File: src/rtl/rx_pingpong_pack_pkg.sv
// Shared types and constants for the ping-pong byte-to-word packer.
package rx_pingpong_pack_pkg;

    // Read-side FSM states
    typedef enum logic [1:0] {
        IDLE  = 2'd0,
        FETCH = 2'd1,
        SHOW  = 2'd2
    } rd_state_t;

    // Byte lane selectors, in arrival order
    localparam logic [1:0] LANE_B0 = 2'd0;  // word[31:24]
    localparam logic [1:0] LANE_B1 = 2'd1;  // word[23:16]
    localparam logic [1:0] LANE_B2 = 2'd2;  // word[15:8]
    localparam logic [1:0] LANE_B3 = 2'd3;  // word[7:0]

    // Place one byte in its big-endian lane; all other lanes are zero
    function automatic logic [31:0] lane_place(input logic [1:0] sel, input logic [7:0] b);
        logic [31:0] w;
        w = '0;
        case (sel)
            LANE_B0: w[31:24] = b;
            LANE_B1: w[23:16] = b;
            LANE_B2: w[15:8]  = b;
            default: w[7:0]   = b;
        endcase
        return w;
    endfunction

endpackage

File: src/rtl/rx_pingpong_pack_pp_dpram.sv
// Simple dual-port RAM, 2*DEPTH x 32, one write port and one registered read port.
module pp_dpram #(
    parameter int unsigned DEPTH = 16,
    parameter int unsigned AW    = 4
) (
    input  logic          rdfifoclk,
    input  logic          wr_en,
    input  logic [AW:0]   wr_addr,
    input  logic [31:0]   wr_data,
    input  logic          rd_en,
    input  logic [AW:0]   rd_addr,
    output logic [31:0]   rd_data
);

    logic [31:0] mem [0:2*DEPTH-1];

    // Write port plus one-cycle registered read
    always_ff @(posedge rdfifoclk) begin
        if (wr_en) begin
            mem[wr_addr] <= wr_data;
        end
        if (rd_en) begin
            rd_data <= mem[rd_addr];
        end
    end

endmodule

File: src/rtl/rx_pingpong_pack.sv
// Packs a received byte stream into 32-bit big-endian words, buffers them in
// two ping-pong banks and streams each closed bank out with a valid/ready handshake.
module rx_pingpong_pack
    import rx_pingpong_pack_pkg::*;
#(
    parameter int unsigned DEPTH = 16,
    parameter int unsigned AW    = 4
) (
    input  logic        rdfifoclk,
    input  logic        rst_n,
    input  logic        rx_valid,
    input  logic [7:0]  rx_data,
    input  logic        rx_last,
    output logic        word_valid,
    output logic [31:0] word_data,
    output logic        word_last,
    input  logic        word_ready,
    output logic [1:0]  bank_full,
    output logic        overflow
);

    logic [1:0]    byte_sel;
    logic [31:0]   acc;
    logic [31:0]   cur_word;
    logic          commit;
    logic          wb;
    logic          rb;
    logic [AW-1:0] wr_ptr;
    logic [AW-1:0] rd_ptr;
    logic [AW:0]   bank_len [2];
    logic          release_bank;
    logic          wr_block;
    logic          wr_ok;
    logic          close_bank;
    logic [1:0]    bank_full_nxt;
    logic [1:0]    ready_q;
    logic          rd_en;
    logic [AW:0]   rd_addr;
    logic [31:0]   rd_data;
    rd_state_t     state;
    rd_state_t     state_nxt;

    assign cur_word     = acc | lane_place(byte_sel, rx_data);
    assign commit       = rx_valid & ((byte_sel == LANE_B3) | rx_last);
    assign release_bank = (state == SHOW) & word_ready & word_last;
    // A bank being released on this edge may be written on the same edge
    assign wr_block     = bank_full[wb] & ~(release_bank & (rb == wb));
    assign wr_ok        = commit & ~wr_block;
    assign close_bank   = wr_ok & ((wr_ptr == AW'(DEPTH - 1)) | rx_last);

    pp_dpram #(
        .DEPTH (DEPTH),
        .AW    (AW)
    ) u_ram (
        .rdfifoclk (rdfifoclk),
        .wr_en     (wr_ok),
        .wr_addr   ({wb, wr_ptr}),
        .wr_data   (cur_word),
        .rd_en     (rd_en),
        .rd_addr   (rd_addr),
        .rd_data   (rd_data)
    );

    // Byte assembly: accumulate lanes, restart after every commit
    always_ff @(posedge rdfifoclk or negedge rst_n) begin
        if (!rst_n) begin
            byte_sel <= '0;
            acc      <= '0;
        end else if (rx_valid) begin
            if (commit) begin
                byte_sel <= '0;
                acc      <= '0;
            end else begin
                byte_sel <= byte_sel + 2'd1;
                acc      <= cur_word;
            end
        end
    end

    // Write pointer, bank toggle, stored lengths and sticky overflow
    always_ff @(posedge rdfifoclk or negedge rst_n) begin
        if (!rst_n) begin
            wb          <= 1'b0;
            wr_ptr      <= '0;
            bank_len[0] <= '0;
            bank_len[1] <= '0;
            overflow    <= 1'b0;
        end else begin
            if (wr_ok) begin
                if (close_bank) begin
                    bank_len[wb] <= {1'b0, wr_ptr} + (AW+1)'(1);
                    wb           <= ~wb;
                    wr_ptr       <= '0;
                end else begin
                    wr_ptr <= wr_ptr + AW'(1);
                end
            end
            if (commit & wr_block) begin
                overflow <= 1'b1;
            end
        end
    end

    // Bank flags: release clears first, then a closing commit may set the same bank again
    always_comb begin
        bank_full_nxt = bank_full;
        if (release_bank) begin
            bank_full_nxt[rb] = 1'b0;
        end
        if (close_bank) begin
            bank_full_nxt[wb] = 1'b1;
        end
    end

    // Bank flag register plus a one-cycle delayed copy that paces the read start
    always_ff @(posedge rdfifoclk or negedge rst_n) begin
        if (!rst_n) begin
            bank_full <= '0;
            ready_q   <= '0;
        end else begin
            bank_full <= bank_full_nxt;
            ready_q   <= bank_full;
        end
    end

    // Read FSM next state and RAM read request
    always_comb begin
        state_nxt = state;
        rd_en     = 1'b0;
        rd_addr   = {rb, rd_ptr};
        case (state)
            IDLE: begin
                if (bank_full[rb] & ready_q[rb]) begin
                    state_nxt = FETCH;
                    rd_en     = 1'b1;
                end
            end
            FETCH: begin
                state_nxt = SHOW;
            end
            SHOW: begin
                if (word_ready) begin
                    if (word_last) begin
                        state_nxt = IDLE;
                    end else begin
                        state_nxt = FETCH;
                        rd_en     = 1'b1;
                        rd_addr   = {rb, rd_ptr + AW'(1)};
                    end
                end
            end
            default: state_nxt = IDLE;
        endcase
    end

    // Read FSM state, read pointer, bank select and output word register
    always_ff @(posedge rdfifoclk or negedge rst_n) begin
        if (!rst_n) begin
            state      <= IDLE;
            rb         <= 1'b0;
            rd_ptr     <= '0;
            word_valid <= 1'b0;
            word_data  <= '0;
            word_last  <= 1'b0;
        end else begin
            state <= state_nxt;
            if (state == FETCH) begin
                word_valid <= 1'b1;
                word_data  <= rd_data;
                word_last  <= ({1'b0, rd_ptr} == (bank_len[rb] - (AW+1)'(1)));
            end
            if ((state == SHOW) & word_ready) begin
                word_valid <= 1'b0;
                if (word_last) begin
                    rb     <= ~rb;
                    rd_ptr <= '0;
                end else begin
                    rd_ptr <= rd_ptr + AW'(1);
                end
            end
        end
    end

endmodule

File: config.mk
export PLATFORM = sky130hd
export DESIGN_NAME = rx_pingpong_pack
export DESIGN_NICKNAME = d
export VERILOG_FILES = /design/src/rtl/rx_pingpong_pack_pkg.sv /design/src/rtl/rx_pingpong_pack_pp_dpram.sv /design/src/rtl/rx_pingpong_pack.sv
export SDC_FILE = /design/constraint.sdc
export NUM_CORES = 1
export LEC_CHECK = 0
export CAP_MARGIN = 20
export CORE_ASPECT_RATIO = 0.6
export CORE_MARGIN = 2
export CORE_UTILIZATION = 62
export DETAILED_ROUTE_END_ITERATION = 10
export PLACE_DENSITY_LB_ADDON = 0.1
export SYNTH_ARGS = -nofsm -noshare
export SYNTH_HDL_FRONTEND = slang
export SYNTH_SLANG_ARGS = --single-unit
File: constraint.sdc
create_clock -name rdfifoclk -period 4.7 [get_ports rdfifoclk]
set_input_delay 1.41 -clock rdfifoclk [delete_from_list [all_inputs] [get_ports rdfifoclk]]
set_output_delay 1.41 -clock rdfifoclk [all_outputs]
set_load 0.02 [all_outputs]
==> flow_summary.toml <==
[cts]
cts.sinks = 1151
cts_resized = 0
clock_path_buffers = 3
htree_levels = 3
cts_tree = "yes"
postCtsHoldBufs = 0
numCtsBuffers = 99
clock_latency_ns = 0.67
cts_root_buf = "clkbuf_16"
postCtsSetupRepairBufs = 0
clk_pin_slew_worst_paths_ns = 0.07

[drt]
met1_length_um = 49500
wl_per_cell_um = 28.7
wl_met3_um = 16600
wl_met2_um = 53200
dr.first_iter.drc_count = 4788
postRouteAntennaNets = 0
drc = 0
firstDrtPassIters = 6
vias = 28300
top_layer_used = "met5"
routed_wirelength_um = 123000
via_per_inst = 6.58

[setup_path]
cp.arrival_ns = 4.26
cp_max_fo = 53
critPathKind = "input port to flip-flop"
r2r_slack_ns = 1.26
startpoint_type = "input port"
endpoint_kind = "flip-flop"
worstPathRequired_ns = 5.11

[timing]
fin_hold_ws_ns = 0.446
worst_slack_ns = 0.845
slew_violations = 0
max_freq_ghz = 0.259
rsz0062_at_grt = "no"
final_hold_viol_count = 0
clock-skew-final_ns = 0.0222
period_minus_slack_ns = 3.86
max_slew_margin = 0.203
setup_viol = 0
tightestPinTransition_ns = 1.20
tns_ns = 0
fin_crit_sh = 0.820

[die]
io_pins = 50
core_area_um2 = 71500
row_count = 76
die_w_um = 350
dieArea_um2 = 74300
initial_utilization = 0.624
die-height_um = 212

[finish]
layout_common_cells = "edfxtp_1 (1,056), nand2_1 (796), nand3_1 (296)"
nFillCells = 4634
nets = 3264
final_common_cell = "edfxtp_1"
fin_cells = 4298
layout-drive-gt1-share = 0.111
syn2layout_area_growth_pct = 14.3
antenna_cells = 0

[grt]
grt_pass1_vias = 26700
grt_max_degree = 89
antenna_found_initial = 3
grt-ovfl-total = 0
track_usage = 0.339
grt_pass1_wl_um = 181000

[min_path]
hold_class = "flip-flop to flip-flop"

[power]
peakVddDrop_mv = 0.492
cellPowerDensity_nw_per_um2 = 579
p_leak_nw = 17.7

[placed_design]
routabilityCongestion = 0.847
dp.cells = 4109
place_ws_ns = 0.233
post-dp-hpwl_um = 67800
numPortBuffers = 49

[yosys]
ys_types = 46
avgSynthCellArea_um2 = 14.2
yosys_warnings = 0
synth.area.top_cells = "edfxtp_1 (71%), nand2_1 (6.7%), dfrtp_1 (5.3%)"
syn_inst = 3137
synthesis.nets = 3162
synth_edf_count = 1056
async_reset_ff_frac = 0.0825
synth_seq_area_share = 0.763
synth.largest_area_cell = "edfxtp_1"
ys_ff_latch = 1151
ys.flop_type = "edfxtp_1"
post-synth-top-area-fraction = 0.710
syn_area_um2 = 44700

[job]
maxCapViolations = 0

[outcome]
status = "finished clean"
registers in the layout, summed over array words and instances (netlist names), 2 cells and up:
| name | cells |
|---|---|
| bank_full | 2 |
| wr_ptr | 4 |
| rd_ptr | 4 |
| u_ram.rd_data | 32 |
| acc | 32 |
| bank_len | 10 |
| word_data | 32 |
| state | 2 |
| ready_q | 2 |
| u_ram.mem | 1024 |
| byte_sel | 2 |
critical path, cell delays in order:
cell and delay, ns:
clkdlybuf4s50_1 0.65, nand4bb_4 0.23, mux2_8 0.58, buf_12 0.33, mux2i_1 0.29, a222oi_1 0.14, and3_1 0.20, a31oi_1 0.19
nand3_1 0.10
cell usage after synthesis, types with 35 or more instances:
master / n
edfxtp_1: 1056
a21o_1: 35
buf_2: 58
nand4_1: 69
a31oi_1: 131
dfrtp_1: 95
nor2_1: 69
mux2i_1: 138
nand2_1: 798
nand3_1: 296
clkbuf_1: 103
layout make-up:
type                       instances  area [µm²]  share of cell area
sequential                      1151       34100               0.668
clock inverter                    50         487             0.00954
inverter                          11        41.3            0.000809
clock buffer                     135        2760              0.0540
tap                              975        1220              0.0239
multi-input combinational       1783       10000               0.196
timing repair buffer             193        2430              0.0477
power by group:
group / total [mW] / internal, mW / switching, mW / leakage [nW]
clock: 8.22 / 4.61 / 3.61 / 1.58
sequential: 12.6 / 12.2 / 0.407 / 10.9
combinational: 8.72 / 2.90 / 5.82 / 5.30
total: 29.5 / 19.7 / 9.83 / 17.7
final timing paths:
check | depth (start not counted) | endpoint | from
setup / recovery | 9 | u_ram.rd_data[20] | word_ready
hold / removal | 0 | ready_q[1] | bank_full[1]
hold reg to reg | 0 | ready_q[1] | bank_full[1]
min in group asynchronous | 1 | word_data[26] | rst_n
max in group asynchronous | 2 | wb | rst_n
setup reg to reg | 10 | u_ram.rd_data[6] | word_last
cell families after synthesis:
kind of cell    share of synthesized area
simple gates                        0.126
flops                               0.763
compound gates                     0.0458
buf+inv                            0.0204
mux                                0.0396
fa+ha+maj                         0.00336
xor+xnor                          0.00177
per-layer routing:
metal / up-vias / global-route usage
met1: 14000 / 0.528
met3: 273 / 0.0723
met2: 2070 / 0.486
met4: 2 / 0.0958
li1: 11900 / -
met5: - / 0
stage by stage:
step            util  cell area [µm²]  power, mW
2_1_floorplan      -            44700       18.0
3_3_place_gp   0.667            47700       21.1
3_5_place_dp   0.667            47700       21.3
4_1_cts        0.712            50900       29.5
5_1_grt        0.714            51000       30.7
6_report       0.714            51000       29.5
Note: power is estimated with default switching activity, not from simulation.
